### config.mk
export PLATFORM = sky130hd
export DESIGN_NAME = mpi_ahb3_master_flat
export DESIGN_NICKNAME = d
export VERILOG_FILES = /design/src/rtl/mpi_ahb3_master_if.sv /design/src/rtl/mpi_ahb3_master.sv /design/src/flat_wrapper.sv
export SDC_FILE = /design/constraint.sdc
export NUM_CORES = 1
export LEC_CHECK = 0
export CORE_MARGIN = 4
export CORE_UTILIZATION = 30
export DETAILED_ROUTE_END_ITERATION = 12
export SLEW_MARGIN = 30
export SYNTH_ARGS = -nofsm -noshare
export SYNTH_HDL_FRONTEND = slang
export SYNTH_SLANG_ARGS = --single-unit
### constraint.sdc
create_clock -name clk -period 3.96 [get_ports clk]
set_input_delay 0.594 -clock clk [delete_from_list [all_inputs] [get_ports clk]]
set_output_delay 0.594 -clock clk [all_outputs]
set_load 0.02 [all_outputs]
### src/rtl/mpi_ahb3_master_if.sv
// Request/response stream and AHB3-Lite bus signals of mpi_ahb3_master.
// The master modport is the initiator's view; slave is the environment's view.
interface mpi_ahb3_master_if #(
  parameter int PLEN = 32,
  parameter int XLEN = 32
);
  logic            req_valid;
  logic            req_ready;
  logic [PLEN-1:0] req_addr;
  logic            req_we;
  logic [XLEN-1:0] req_data;

  logic            rsp_valid;
  logic [XLEN-1:0] rsp_data;
  logic            rsp_err;

  logic            ahb3_hsel_o;
  logic            ahb3_hmastlock_o;
  logic [PLEN-1:0] ahb3_haddr_o;
  logic [XLEN-1:0] ahb3_hwdata_o;
  logic            ahb3_hwrite_o;
  logic [2:0]      ahb3_hsize_o;
  logic [2:0]      ahb3_hburst_o;
  logic [3:0]      ahb3_hprot_o;
  logic [1:0]      ahb3_htrans_o;
  logic [XLEN-1:0] ahb3_hrdata_i;
  logic            ahb3_hready_i;
  logic            ahb3_hresp_i;

  modport master (
    input  req_valid, req_addr, req_we, req_data,
    input  ahb3_hrdata_i, ahb3_hready_i, ahb3_hresp_i,
    output req_ready, rsp_valid, rsp_data, rsp_err,
    output ahb3_hsel_o, ahb3_hmastlock_o, ahb3_haddr_o, ahb3_hwdata_o,
    output ahb3_hwrite_o, ahb3_hsize_o, ahb3_hburst_o, ahb3_hprot_o, ahb3_htrans_o
  );

  modport slave (
    output req_valid, req_addr, req_we, req_data,
    output ahb3_hrdata_i, ahb3_hready_i, ahb3_hresp_i,
    input  req_ready, rsp_valid, rsp_data, rsp_err,
    input  ahb3_hsel_o, ahb3_hmastlock_o, ahb3_haddr_o, ahb3_hwdata_o,
    input  ahb3_hwrite_o, ahb3_hsize_o, ahb3_hburst_o, ahb3_hprot_o, ahb3_htrans_o
  );
endinterface

### src/rtl/mpi_ahb3_master.sv
// AHB3-Lite initiator: ready/valid requests become pipelined single-word
// transfers with in-order responses, ERROR handling and a wait-state timeout.
module mpi_ahb3_master #(
  parameter int PLEN    = 32,
  parameter int XLEN    = 32,
  parameter int TIMEOUT = 255
) (
  input logic               clk,
  input logic               rst,
  mpi_ahb3_master_if.master bus
);
  localparam int CW = $clog2(TIMEOUT + 1);

  typedef enum logic [1:0] {IDLE, BUSY, ERR2, FLUSH} state_t;

  state_t state, state_nxt;

  // Slot A (address phase) uses _p0, slot D (data phase) uses _p1.
  logic            vld_p0, cancel_p0, we_p0;
  logic [PLEN-1:0] addr_p0;
  logic [XLEN-1:0] data_p0;
  logic            we_p1;
  logic [CW-1:0]   wait_cnt;

  logic            live_q, hwrite_q;
  logic [PLEN-1:0] haddr_q;
  logic [XLEN-1:0] hwdata_q;
  logic            rsp_valid_q, rsp_err_q;
  logic [XLEN-1:0] rsp_data_q;

  logic hready, hresp;
  logic err1, tmo, req_ready, accept, a_move, moved_cancel;

  logic            retire, retire_err;
  logic [XLEN-1:0] retire_data;
  logic            vld_nxt, cancel_nxt, we_nxt;
  logic [PLEN-1:0] addr_nxt;
  logic [XLEN-1:0] data_nxt;

  assign hready = bus.ahb3_hready_i;
  assign hresp  = bus.ahb3_hresp_i;

  // Bus event decode shared by the FSM and the slot logic.
  assign err1         = (state == BUSY) && hresp && !hready;
  assign tmo          = (state == BUSY) && !hready && !hresp && (wait_cnt == CW'(TIMEOUT - 1));
  assign req_ready    = rst && (!vld_p0 || hready) && !err1 && !tmo;
  assign accept       = bus.req_valid && req_ready;
  assign a_move       = vld_p0 && (hready || tmo);
  assign moved_cancel = cancel_p0 || tmo;

  always_ff @(posedge clk) begin
    if (!rst) state <= IDLE;
    else      state <= state_nxt;
  end

  always_comb begin
    logic d_leave;
    d_leave   = 1'b0;
    state_nxt = state;
    case (state)
      IDLE:    d_leave = 1'b1;
      BUSY:    d_leave = hready || tmo;
      ERR2:    d_leave = hready;
      FLUSH:   d_leave = 1'b1;
      default: d_leave = 1'b1;
    endcase
    if (err1)
      state_nxt = ERR2;
    else if (d_leave)
      state_nxt = a_move ? (moved_cancel ? FLUSH : BUSY) : IDLE;
  end

  always_comb begin
    retire      = 1'b0;
    retire_err  = 1'b0;
    retire_data = '0;
    case (state)
      BUSY: begin
        if (hready || tmo) begin
          retire     = 1'b1;
          retire_err = hresp || tmo;
          if (!we_p1 && !hresp && !tmo) retire_data = bus.ahb3_hrdata_i;
        end
      end
      ERR2: begin
        retire     = hready;
        retire_err = hready;
      end
      FLUSH: begin
        retire     = 1'b1;
        retire_err = 1'b1;
      end
      default: ;
    endcase

    vld_nxt    = vld_p0;
    cancel_nxt = cancel_p0 || (err1 && vld_p0);
    addr_nxt   = addr_p0;
    we_nxt     = we_p0;
    data_nxt   = data_p0;
    if (a_move) begin
      vld_nxt    = 1'b0;
      cancel_nxt = 1'b0;
    end
    if (accept) begin
      vld_nxt    = 1'b1;
      cancel_nxt = 1'b0;
      addr_nxt   = bus.req_addr & ~PLEN'(3);
      we_nxt     = bus.req_we;
      data_nxt   = bus.req_data;
    end
  end

  // Stage p0 -> p1 boundary: slot A control, bus address phase, responses.
  always_ff @(posedge clk) begin
    if (!rst) begin
      vld_p0      <= 1'b0;
      cancel_p0   <= 1'b0;
      wait_cnt    <= '0;
      live_q      <= 1'b0;
      hwrite_q    <= 1'b0;
      haddr_q     <= '0;
      hwdata_q    <= '0;
      rsp_valid_q <= 1'b0;
      rsp_err_q   <= 1'b0;
      rsp_data_q  <= '0;
    end else begin
      vld_p0    <= vld_nxt;
      cancel_p0 <= cancel_nxt;
      live_q    <= vld_nxt && !cancel_nxt;
      hwrite_q  <= vld_nxt && !cancel_nxt && we_nxt;
      haddr_q   <= (vld_nxt && !cancel_nxt) ? addr_nxt : '0;
      if (a_move && !moved_cancel) hwdata_q <= data_p0;
      if (a_move || hready || tmo)  wait_cnt <= '0;
      else if (state == BUSY)       wait_cnt <= wait_cnt + CW'(1);
      rsp_valid_q <= retire;
      rsp_err_q   <= retire_err;
      rsp_data_q  <= retire_data;
    end
  end

  // Slot payloads carry no reset; their valid flags qualify them.
  always_ff @(posedge clk) begin
    addr_p0 <= addr_nxt;
    we_p0   <= we_nxt;
    data_p0 <= data_nxt;
    if (a_move) we_p1 <= we_p0;
  end

  assign bus.req_ready        = req_ready;
  assign bus.rsp_valid        = rsp_valid_q;
  assign bus.rsp_data         = rsp_data_q;
  assign bus.rsp_err          = rsp_err_q;
  assign bus.ahb3_hsel_o      = live_q;
  assign bus.ahb3_hmastlock_o = live_q;
  assign bus.ahb3_htrans_o    = live_q ? 2'b10 : 2'b00;
  assign bus.ahb3_haddr_o     = haddr_q;
  assign bus.ahb3_hwrite_o    = hwrite_q;
  assign bus.ahb3_hwdata_o    = hwdata_q;
  assign bus.ahb3_hsize_o     = 3'b010;
  assign bus.ahb3_hburst_o    = 3'b000;
  assign bus.ahb3_hprot_o     = 4'b0011;
endmodule

### src/flat_wrapper.sv
// flat-port wrapper written by rule: the top's interface ports become plain ports
module mpi_ahb3_master_flat 
#(
  parameter int PLEN    = 32,
  parameter int XLEN    = 32,
  parameter int TIMEOUT = 255
)
  (clk, rst, bus_req_valid, bus_req_addr, bus_req_we, bus_req_data, bus_ahb3_hrdata_i, bus_ahb3_hready_i, bus_ahb3_hresp_i, bus_req_ready, bus_rsp_valid, bus_rsp_data, bus_rsp_err, bus_ahb3_hsel_o, bus_ahb3_hmastlock_o, bus_ahb3_haddr_o, bus_ahb3_hwdata_o, bus_ahb3_hwrite_o, bus_ahb3_hsize_o, bus_ahb3_hburst_o, bus_ahb3_hprot_o, bus_ahb3_htrans_o);
  mpi_ahb3_master_if #(.PLEN(PLEN), .XLEN(XLEN)) bus_i ();
  input logic clk;
  input logic rst;
  input wire logic [$bits(bus_i.req_valid)-1:0] bus_req_valid;
  input wire logic [$bits(bus_i.req_addr)-1:0] bus_req_addr;
  input wire logic [$bits(bus_i.req_we)-1:0] bus_req_we;
  input wire logic [$bits(bus_i.req_data)-1:0] bus_req_data;
  input wire logic [$bits(bus_i.ahb3_hrdata_i)-1:0] bus_ahb3_hrdata_i;
  input wire logic [$bits(bus_i.ahb3_hready_i)-1:0] bus_ahb3_hready_i;
  input wire logic [$bits(bus_i.ahb3_hresp_i)-1:0] bus_ahb3_hresp_i;
  output wire logic [$bits(bus_i.req_ready)-1:0] bus_req_ready;
  output wire logic [$bits(bus_i.rsp_valid)-1:0] bus_rsp_valid;
  output wire logic [$bits(bus_i.rsp_data)-1:0] bus_rsp_data;
  output wire logic [$bits(bus_i.rsp_err)-1:0] bus_rsp_err;
  output wire logic [$bits(bus_i.ahb3_hsel_o)-1:0] bus_ahb3_hsel_o;
  output wire logic [$bits(bus_i.ahb3_hmastlock_o)-1:0] bus_ahb3_hmastlock_o;
  output wire logic [$bits(bus_i.ahb3_haddr_o)-1:0] bus_ahb3_haddr_o;
  output wire logic [$bits(bus_i.ahb3_hwdata_o)-1:0] bus_ahb3_hwdata_o;
  output wire logic [$bits(bus_i.ahb3_hwrite_o)-1:0] bus_ahb3_hwrite_o;
  output wire logic [$bits(bus_i.ahb3_hsize_o)-1:0] bus_ahb3_hsize_o;
  output wire logic [$bits(bus_i.ahb3_hburst_o)-1:0] bus_ahb3_hburst_o;
  output wire logic [$bits(bus_i.ahb3_hprot_o)-1:0] bus_ahb3_hprot_o;
  output wire logic [$bits(bus_i.ahb3_htrans_o)-1:0] bus_ahb3_htrans_o;
  assign bus_i.req_valid = bus_req_valid;
  assign bus_i.req_addr = bus_req_addr;
  assign bus_i.req_we = bus_req_we;
  assign bus_i.req_data = bus_req_data;
  assign bus_i.ahb3_hrdata_i = bus_ahb3_hrdata_i;
  assign bus_i.ahb3_hready_i = bus_ahb3_hready_i;
  assign bus_i.ahb3_hresp_i = bus_ahb3_hresp_i;
  assign bus_req_ready = bus_i.req_ready;
  assign bus_rsp_valid = bus_i.rsp_valid;
  assign bus_rsp_data = bus_i.rsp_data;
  assign bus_rsp_err = bus_i.rsp_err;
  assign bus_ahb3_hsel_o = bus_i.ahb3_hsel_o;
  assign bus_ahb3_hmastlock_o = bus_i.ahb3_hmastlock_o;
  assign bus_ahb3_haddr_o = bus_i.ahb3_haddr_o;
  assign bus_ahb3_hwdata_o = bus_i.ahb3_hwdata_o;
  assign bus_ahb3_hwrite_o = bus_i.ahb3_hwrite_o;
  assign bus_ahb3_hsize_o = bus_i.ahb3_hsize_o;
  assign bus_ahb3_hburst_o = bus_i.ahb3_hburst_o;
  assign bus_ahb3_hprot_o = bus_i.ahb3_hprot_o;
  assign bus_ahb3_htrans_o = bus_i.ahb3_htrans_o;
  mpi_ahb3_master #(.PLEN(PLEN), .XLEN(XLEN), .TIMEOUT(TIMEOUT)) u_core (.clk(clk), .rst(rst), .bus(bus_i));
endmodule
## Word level (Yosys, flattened, before mapping)

Index checks and enable logic that the tools add are counted.

| word-level totals | value |
|---|---|
| output and inout bits | 114 |
| register bits after elaboration | 178 |
| word-level logic and storage cells | 76 |
| bits of input ports | 102 |

| operators by class | value |
|---|---|
| reduce and logical (&&, ||, !) cells | 38 |
| muxes and demuxes | 16 |
| eq/ne operators | 4 |
| add/subtract/negate cells | 1 |
| bitwise operators | 1 |

Operators by type and width:

| cell | count |
|---|---|
| $mux W32 | 1 |
| $logic_and A1 B1 Y1 | 16 |
| $mux W2 | 5 |
| $pmux W1 S3 | 3 |
| $add A8 B1 Y8 const B | 1 |
| $eq A8 B8 Y1 const B | 1 |
| $logic_not A1 Y1 | 8 |
| $logic_or A1 B1 Y1 | 7 |
| $mux W1 | 7 |
| $reduce_or A2 Y1 | 3 |
| $eq A2 B2 Y1 const B | 2 |
| $reduce_and A4 Y1 | 1 |
| $eq A2 B1 Y1 const B | 1 |
| $logic_not A2 Y1 | 1 |
| $reduce_and A2 Y1 | 1 |
| $reduce_bool A2 Y1 | 1 |
| $not A1 Y1 | 1 |

## Depth between registers and ports, before layout

Gate-level depths: netlist of run 1.

| logic depth | value |
|---|---|
| depth after elaboration | 11 |
| gate-level depth with buffers | 7 |
| depth with buffers taken out | 6 |

## Least setup slack after synthesis of run 1

OpenSTA, ideal clock, no wires.

| timing | value |
|---|---|
| path kind | reg2reg |
| start point | register u_core.state[1] |
| end point | register u_core.data_p0[0] (enable) |
| setup time | 409 ps |
| slack | 1190 ps |
| cell stages (with the launch flop) | 7 |
| period minus slack after synthesis | 2770 ps |
| arrival time | 2361 ps |
| required time | 3551 ps |
| path buffers | 1 |
| path through | dfxtp_1 inv_1 ha_1 a21oi_1 o21ai_0 a211oi_2 clkbuf_1 |

| on the way | value |
|---|---|
| word-level cells in the longest chain between the ends | 7 |
| elaborated cells on any way between the ends | 11 |
| classes of those cells | eq/ne: 1; reduce/logical: 10 |

RTL lines:

| what | line | RTL |
|---|---|---|
| from (decl) | mpi_ahb3_master.sv:16 | `state_t state, state_nxt;` |
| from (signal assigned) | mpi_ahb3_master.sv:53 | `else state <= state_nxt;` |
| $eq A2 B1 Y1 * | mpi_ahb3_master.sv:44, mpi_ahb3_master.sv:45 |  |
| $logic_and A1 B1 Y1, on equally long branches (2 in a row) | mpi_ahb3_master.sv:44, mpi_ahb3_master.sv:45 |  |
| $logic_not A1 Y1 / $logic_and A1 B1 Y1 (equally long branches) | mpi_ahb3_master.sv:46, mpi_ahb3_master.sv:45 |  |
| $logic_and A1 B1 Y1 / $logic_not A1 Y1 (equally long branches) | mpi_ahb3_master.sv:46 | `assign req_ready = rst && (!vld_p0 \|\| hready) && !err1 && !tmo;` |
| $logic_and A1 B1 Y1 * | mpi_ahb3_master.sv:46 |  |
| $logic_and A1 B1 Y1 * | mpi_ahb3_master.sv:47 | `assign accept = bus.req_valid && req_ready;` |
| to (signal assigned) | mpi_ahb3_master.sv:146 | `data_p0 <= data_nxt;` |
| to (decl) | mpi_ahb3_master.sv:21 | `logic [XLEN-1:0] data_p0;` |

Mark *: on every way between the ends. The rest lies on a longest branch, timed or not.
A chain may end at the register's enable or synchronous reset.

## Worst setup path in the final report of run 1

| timing | value |
|---|---|
| start point | register u_core.state[1] |
| end point | output bus_req_ready |

| on the way | value |
|---|---|
| word-level cells in the longest chain between the ends | 6 |
| elaborated cells on any way between the ends | 10 |
| classes of those cells | eq/ne: 1; reduce/logical: 9 |

RTL lines:

| what | line | RTL |
|---|---|---|
| $eq A2 B1 Y1 * | mpi_ahb3_master.sv:44, mpi_ahb3_master.sv:45 |  |
| $logic_and A1 B1 Y1, on equally long branches (2 in a row) | mpi_ahb3_master.sv:44, mpi_ahb3_master.sv:45 |  |
| $logic_not A1 Y1 / $logic_and A1 B1 Y1 (equally long branches) | mpi_ahb3_master.sv:46, mpi_ahb3_master.sv:45 |  |
| $logic_and A1 B1 Y1 / $logic_not A1 Y1 (equally long branches) | mpi_ahb3_master.sv:46 |  |
| $logic_and A1 B1 Y1 * | mpi_ahb3_master.sv:46 |  |
| to (decl) | flat_wrapper.sv:19 | `output wire logic [$bits(bus_i.req_ready)-1:0] bus_req_ready;` |

Marks and branches as above.

==> summary.md, run 1 <==
| Metric | Value |
|---|---|
| Outcome | completed |
| Depth of the most critical reg-to-reg path | 7 |
| Final core area utilization | 45.1% |
| Register bit total from synthesis | 178 |
| Endpoint kind of the worst setup timing path | output port |
| Final-report setup violation count | 0 |
| Biggest area consumer among synthesized cells | sky130_fd_sc_hd__dfxtp_1 |
| Endpoint of the lowest-slack register-to-register path | u_core.addr_p0[26] |
| Worst IR drop on VDD | 0.301 mV |
| Max_cap viols | 0 |
| Hold path depth | 2 |
| Die extent in y | 150 um |
| Worst Setup Path Type | flop to output port |
| Starting density of the core | 30.8% |
| Avg WL per Cell | 14.3 um |
| Seq/Total Area, Yosys | 64.6% |
| Hold-critical path endpoint | u_core.bus.ahb3_hwdata_o[24] |
| Area of the placeable core | 0.0196 mm2 |
| Dominant cell type by count on the critical path | sky130_fd_sc_hd__a21oi_1 |
| Number of flops mapped to enable cells by yosys | 33 |
| Total area of multi-input combinational cells | 0.00194 mm2 |
| Critical path's slowest cell | sky130_fd_sc_hd__clkdlybuf4s50_1 |
| Beginning of the critical path | u_core.state[1] |
| DR iter-0 viols | 132 |
| Final number of hold-violating endpoints | 0 |
| Cell count after synthesis | 496 |
| Final weighted congestion in routability-driven placement | 0.742 |
| Layout overhead on the synthesized area | 46.6% |
| Die X-Extent | 150 um |
| Maximum buffer depth of the clock tree | 2 |
| Clock latency on the worst-skew pair | 420 ps |
| Area of all sequential standard cells | 0.00389 mm2 |
| Critical path's top delay family | buffers and inverters |
| Cell types with the highest counts after synthesis | sky130_fd_sc_hd__dfxtp_1, sky130_fd_sc_hd__nand2_1, sky130_fd_sc_hd__edfxtp_1 |
| Quantity of hold-fixing buffers added after cts | 0 |
| Cts bufs inserted | 17 |
| HP Class | flop to flop |
| Synth Flop Type | sky130_fd_sc_hd__dfxtp_1 |
| N_diodes | 0 |
| Remaining max-slew budget at the tightest pin | 55.9% |
| Final cell area excluding filler cells | 0.00884 mm2 |
| Count of pins over their slew limit | 0 |
| Proportion of register bits with asynchronous set or reset after synthesis | 0% |
| CP Data Required Time | 3370 ps |
| CTS H-tree lvls | 4 |
| Wire length of the first global-routing pass | 21.1 mm |
| Critical path, cell by cell | inv_1 -> ha_1 -> a21oi_1 -> o21ai_0 -> a21oi_1 -> clkdlybuf4s50_1 |
| Cell area after synthesis | 0.00603 mm2 |
| Count of synthesis-stage warnings from yosys | 0 |
| Placed cell areas | 0.00826 mm2 |
| Accumulated negative setup slack | 0 ps |
| Filler-free cell count of the finished design | 970 |
| Post-Route WL | 13.9 mm |
| Largest driver fanout on the critical path | 14 |
| Remaining global-route overflow | 0 |
| Post-route clock skew | 9.28 ps |
| Final net count | 801 |
| Placed cell count | 938 |
| Arrival time at the worst endpoint | 2580 ps |
| Fraction of synthesized cell area taken by the top area cell type | 48.2% |
| Avg Cell Area, Syn | 12.2 um2 |
| Leak pwr | 3.22 nW |
| CP startpoint kind | flop |
| Cts repair resizes | 0 |
| Quantity of I/O buffers inserted on ports | 202 |
| Synth top area cells | sky130_fd_sc_hd__dfxtp_1, sky130_fd_sc_hd__edfxtp_1, sky130_fd_sc_hd__mux2_2, sky130_fd_sc_hd__nand2_1, sky130_fd_sc_hd__a21boi_0 |
| Cell at the root of the clock tree | sky130_fd_sc_hd__clkbuf_16 |
| Power per cell area | 458 mW/mm2 |
| Number of distinct library cells after synthesis | 42 |
| Number of search-and-repair iterations in the first detailed-routing pass | 4 |
| Fin crit share | 80.2% |
| Number of top-level pins | 216 |
| Delay of the slowest critical-path stage | 590 ps |
| Detail-routed via count per cell | 4.35 |
| DRC Markers | 0 |
| Most frequent cell after synthesis | sky130_fd_sc_hd__dfxtp_1 |
| Start point of the worst hold path | u_core.bus.ahb3_hwdata_o[24] |
| Die Outline Area | 0.0224 mm2 |
| Register-to-register setup slack | 1530 ps |
| Clock transition at the register clock pins on the worst setup and hold paths after CTS | 70 ps |
| Fraction of final layout cells sized beyond drive strength 1 | 13.6% |
| Setup repair after global routing missed its margin | no |
| Number of global-route vias before repair | 4,211 |
| Maximum number of pins on one net before global-route repair | 75 |
| Total track usage | 12.0% |
| Transition time at the pin with the least slew margin | 662 ps |
| Num Clock Sinks | 178 |
| Minimum period implied by the final worst setup slack | 3180 ps |
| Std-Cell Rows | 51 |
| DRT antenna net count | 0 |
| Post-CTS setup repair buffer count | 0 |
| CTS tree | done |
| Fill cell instance count of the final layout | 1,820 |
| Detailed-placement wirelength estimate | 9.76 mm |
| Buf/Inv on CP | 2 |
| Number of antenna violations at the first check in global routing | 1 |
| Max frequency | 315 MHz |
| Via count | 4,223 |
| Reg2Reg Launch Point | u_core.state[1] |
==> layer usage <==
layer / part of all wire, % / track usage (%)
met5: 0.093 / 0
met4: 0.88 / 2.97
met3: 11 / 7.15
met2: 46 / 19.6
met1: 42 / 13.5
==> registers in the layout (all words and copies together) (netlist names) <==
name,flops
u_core.we_p1,1
u_core.bus.rsp_err,1
u_core.data_p0,32
u_core.bus.ahb3_hwdata_o,32
u_core.vld_p0,1
u_core.bus.rsp_valid,1
u_core.bus.rsp_data,32
u_core.we_p0,1
u_core.bus.ahb3_hmastlock_o,1
u_core.cancel_p0,1
u_core.bus.ahb3_hwrite_o,1
u_core.state,2
u_core.wait_cnt,8
u_core.addr_p0,32
u_core.bus.ahb3_haddr_o,32
==> power by group <==
part           leakage, nW  switching, mW  internal [mW]
Combinational         1.43          0.169          0.234
Sequential            1.50         0.0476           1.96
Clock                0.287          0.696          0.944
Total                 3.22          0.913           3.14
==> layout by cell type (no fill, tap or decap), types with 2 or more instances in the layout <==
master / instances
sky130_fd_sc_hd__clkbuf_8: 2
sky130_fd_sc_hd__conb_1: 11
sky130_fd_sc_hd__nand2b_1: 2
sky130_fd_sc_hd__xnor2_1: 4
sky130_fd_sc_hd__nor2_1: 11
sky130_fd_sc_hd__clkinv_2: 3
sky130_fd_sc_hd__dfxtp_1: 145
sky130_fd_sc_hd__or2_2: 2
sky130_fd_sc_hd__inv_1: 4
sky130_fd_sc_hd__mux2_2: 31
sky130_fd_sc_hd__nand4_1: 3
sky130_fd_sc_hd__nor2b_1: 4
sky130_fd_sc_hd__ha_1: 7
sky130_fd_sc_hd__inv_6: 4
sky130_fd_sc_hd__nand2_1: 75
sky130_fd_sc_hd__edfxtp_1: 33
sky130_fd_sc_hd__a21boi_0: 32
sky130_fd_sc_hd__and3b_2: 2
sky130_fd_sc_hd__xor2_1: 3
sky130_fd_sc_hd__o21ai_0: 3
sky130_fd_sc_hd__a22o_1: 11
sky130_fd_sc_hd__a21oi_1: 7
sky130_fd_sc_hd__a31oi_1: 2
sky130_fd_sc_hd__nand3_1: 4
sky130_fd_sc_hd__and2_1: 32
sky130_fd_sc_hd__clkdlybuf4s50_1: 202
sky130_fd_sc_hd__clkbuf_1: 2
sky130_fd_sc_hd__a22o_2: 20
sky130_fd_sc_hd__clkbuf_16: 18
sky130_fd_sc_hd__buf_4: 5
==> area by class of cell <==
| type | count | area share [%] |
|---|---|---|
| multi-input combinational | 283 | 21.9 |
| tap | 265 | 3.75 |
| clock buffer | 22 | 5.49 |
| clock inverter | 10 | 1.06 |
| sequential | 178 | 44.1 |
| inverter | 4 | 0.170 |
| timing repair buffer | 208 | 23.5 |
==> kinds of logic after synthesis <==
kind of cell | count (synthesis) | share of synthesized area [%]
other | 2 | 0.125
adder cells (fa/ha/maj) | 7 | 1.45
XOR/XNOR | 7 | 1.02
flip-flops | 178 | 64.6
AO/OA/AOI/OAI | 84 | 11.6
multiplexers | 31 | 5.79
AND/OR/NAND/NOR | 143 | 11.4
buffers and inverters | 44 | 4.03
==> tightest hold or removal path, cell delays in order (launching register included) <==
cell and delay [ps]:
sky130_fd_sc_hd__dfxtp_1 310, sky130_fd_sc_hd__nand2_1 40, sky130_fd_sc_hd__a21boi_0 60
==> stage by stage <==
stage	total power, mW	hold WS (ps)	setup WS [ps]
final	4.05	464	784
after global routing	4.24	478	537
after CTS	4.12	468	725
after detailed placement	2.46	455	895
after global placement	2.44	443	868
after floorplan	2.25	427	1190
==> worst max path at each step <==
stage | to | slack, ps | depth (start not counted)
final | bus_req_ready | 780 | 6
after global routing | bus_req_ready | 540 | 6
after CTS | bus_req_ready | 730 | 6
after detailed placement | bus_req_ready | 890 | 4
after global placement | bus_req_ready | 870 | 4
after floorplan | u_core.data_p0[0] | 1190 | 6
Note: power is estimated with default switching activity, not from simulation.
==> run 2: changes to the inputs <==
- clock period: 3.96 -> 2.7 ns (I/O delays scaled with it)
==> run 2 against run 1 <==
  * Routed wire length is 4.4% higher
  * Setup slack worse by 340 ps
  * Core utilization is 0.38 points higher
  * Design area is 0.85% higher
  * Die area stayed put
  * Clock power is 46% higher
  * Sequential cell count stayed put
  * Register-to-register slack worse by 1100 ps
  * Cell count is 0.82% higher
  * Combinational power is 51% higher
  * Largest power group unchanged
==> summary.md, run 2 (synthesis results as in run 1) <==
| Metric | Value |
|---|---|
| Outcome | completed (unchanged) |
| Quantity of hold-fixing buffers added after cts | 0 (unchanged) |
| Minimum period implied by the final worst setup slack | 2260 ps |
| Quantity of I/O buffers inserted on ports | 202 (unchanged) |
| Routed length on met1 | 5.78 mm (was 5.79 mm) |
| Endpoint kind of the worst setup timing path | flop (was output port) |
| Detail-routed via count per cell | 4.39 (was 4.35) |
| Arrival time at the worst endpoint | 2570 ps (was 2580 ps) |
| Starting density of the core | 30.8% (unchanged) |
| DR iter-0 viols | 111 (was 132) |
| Fill cell instance count of the final layout | 1,827 (was 1,820) |
| Hold path depth | 1 (was 2) |
| HP Class | flop to flop (unchanged) |
| Top Metal Used | met4 (was met5) |
| Cell at the root of the clock tree | sky130_fd_sc_hd__clkbuf_16 (unchanged) |
| Clock transition at the register clock pins on the worst setup and hold paths after CTS | 70 ps (about the same) |
| Accumulated negative setup slack | 0 ps (unchanged) |
| CTS tree | done (unchanged) |
| Wire length of the first global-routing pass | 22.4 mm (was 21.1 mm) |
| Fraction of final layout cells sized beyond drive strength 1 | 14.2% (was 13.6%) |
| Setup repair after global routing missed its margin | no (unchanged) |
| Final net count | 809 (was 801) |
| Switch share | 22.9% (was 22.5%) |
| Die Outline Area | 0.0224 mm2 (unchanged) |
| Most common library cell in the layout ignoring fill and taps | sky130_fd_sc_hd__clkdlybuf4s50_1 (unchanged) |
| Transition time at the pin with the least slew margin | 620 ps (was 662 ps) |
| DRT antenna net count | 0 (unchanged) |
| Relative contribution of sequential cells to total power | 49.5% (was 49.6%) |
| Count of pins over their slew limit | 0 (unchanged) |
| Maximum buffer depth of the clock tree | 2 (unchanged) |
| Via count | 4,291 (was 4,223) |
| Depth of the most critical reg-to-reg path | 8 (was 7) |
| Commonest cells after routing, fill and taps aside | sky130_fd_sc_hd__clkdlybuf4s50_1, sky130_fd_sc_hd__dfxtp_1, sky130_fd_sc_hd__nand2_1 (unchanged) |
| Number of global-route vias before repair | 4,400 (was 4,211) |
| Largest driver fanout on the critical path | 50 (was 14) |
| Final-layout worst hold slack | 461 ps (was 464 ps) |
| Worst setup timing slack at the placement stage | 231 ps (was 895 ps) |
| Die X-Extent | 150 um (unchanged) |
| Switching power | 1.36 mW (was 913 uW) |
| Std-Cell Rows | 51 (unchanged) |
| Number of top-level pins | 216 (unchanged) |
| Detailed-placement wirelength estimate | 10.4 mm (was 9.76 mm) |
| Post-Route WL | 14.5 mm (was 13.9 mm) |
| Reg2Reg Launch Point | u_core.state[1] (unchanged) |
| Num Clock Sinks | 178 (unchanged) |
| Register-to-register setup slack | 440 ps (was 1530 ps) |
| CTS H-tree lvls | 4 (unchanged) |
| Die extent in y | 150 um (unchanged) |
| Final weighted congestion in routability-driven placement | 0.811 (was 0.742) |
| Routed length on met3 | 1.50 mm (was 1.59 mm) |
| Cts bufs inserted | 17 (unchanged) |
| Power share of the clock group | 40.4% (was 40.5%) |
| Worst Setup Path Type | flop to flop (was flop to output port) |
| Max_cap viols | 0 (unchanged) |
| Avg WL per Cell | 14.8 um (was 14.3 um) |
| Gate power share | 10.2% (was 10.0%) |
| Number of antenna violations at the first check in global routing | 0 (was 1) |
| Worst IR drop on VDD | 0.401 mV (was 0.301 mV) |
| Area of the placeable core | 0.0196 mm2 (unchanged) |
| Power per cell area | 668 mW/mm2 (was 458 mW/mm2) |
| Fin crit share | 83.7% |
| Setup slack of the critical path after layout | 440 ps (was 784 ps) |
| Start point of the worst hold path | u_core.addr_p0[1] (was u_core.bus.ahb3_hwdata_o[24]) |
| Layout overhead on the synthesized area | 47.9% (was 46.6%) |
| Beginning of the critical path | u_core.state[1] (unchanged) |
| Final number of hold-violating endpoints | 0 (unchanged) |
| Clock latency on the worst-skew pair | 420 ps (about the same) |
| Total track usage | 12.8% (was 12.0%) |
| Remaining max-slew budget at the tightest pin | 58.7% (was 55.9%) |
| Leak pwr | 3.25 nW (was 3.22 nW) |
| Max frequency | 443 MHz |
| DRC Markers | 0 (unchanged) |
| Final-report setup violation count | 0 (unchanged) |
| Total met2 wirelength after detailed routing | 7.06 mm (was 6.39 mm) |
| Post-route clock skew | 12.1 ps (was 9.28 ps) |
| Internal power | 4.59 mW (was 3.14 mW) |
| CP startpoint kind | flop (unchanged) |
| Number of search-and-repair iterations in the first detailed-routing pass | 5 (was 4) |
| Remaining global-route overflow | 0 (unchanged) |
| CP Data Required Time | 3010 ps (was 3370 ps) |
| N_diodes | 0 (unchanged) |
| Maximum number of pins on one net before global-route repair | 51 (was 75) |
==> run 2: final timing paths <==
check                             to
setup / recovery  u_core.addr_p0[22]
hold / removal     u_core.addr_p0[1]
setup reg to reg  u_core.addr_p0[22]
hold reg to reg    u_core.addr_p0[1]
==> run 2: critical path, stage by stage, from the launching register on <==
cell	delay, ps
sky130_fd_sc_hd__dfxtp_1	370
sky130_fd_sc_hd__inv_1	100
sky130_fd_sc_hd__ha_1	230
sky130_fd_sc_hd__a21oi_1	120
sky130_fd_sc_hd__o21ai_0	110
sky130_fd_sc_hd__buf_4	170
sky130_fd_sc_hd__a211oi_4	350
sky130_fd_sc_hd__buf_12	300
sky130_fd_sc_hd__mux2_2	370
==> run 2: timing repair <==
action,4_1_cts,5_1_grt
endpoints found under the setup margin,0,1
buffers inserted,0,0
resized for setup,0,1
endpoints found under the hold margin,0,0
==> run 2: power by group through the flow <==
stage / sequential, mW / clock (mW) / combinational (mW)
after floorplan: 3.05 / 0 / 0.246
after global placement: 3.00 / 0 / 0.597
after detailed placement: 3.00 / 0 / 0.611
after CTS: 2.95 / 2.50 / 0.615
after global routing: 2.96 / 2.60 / 0.657
final: 2.95 / 2.40 / 0.607
==> run 2: metrics by stage <==
step                utilization, %  total power, mW  cells  area (um2)
global placement              42.6             3.59    946        8340
detailed placement            42.6             3.62    946        8340
CTS                           45.5             6.06    978        8910
floorplan                        -             3.30    505        6060
finish                        45.5             5.96    978        8910
global route                  45.5             6.22    978        8910
==> run 2: cell type report <==
type | count | area, um2 | area share, %
Multi-Input combinational cell | 283 | 1940 | 21.8
Clock buffer | 20 | 437 | 4.90
Sequential cell | 178 | 3890 | 43.7
Clock inverter | 12 | 130 | 1.46
Tap cell | 265 | 332 | 3.72
Inverter | 4 | 15.0 | 0.168
Timing Repair Buffer | 216 | 2170 | 24.3
==> run 2: per-layer routing <==
| layer | vias to the layer above | global-route usage (%) |
|---|---|---|
| li1 | 2081 | - |
| met1 | 2043 | 14.3 |
| met2 | 154 | 21.4 |
| met3 | 13 | 6.45 |
| met4 | 0 | 4.21 |
| met5 | - | 0 |
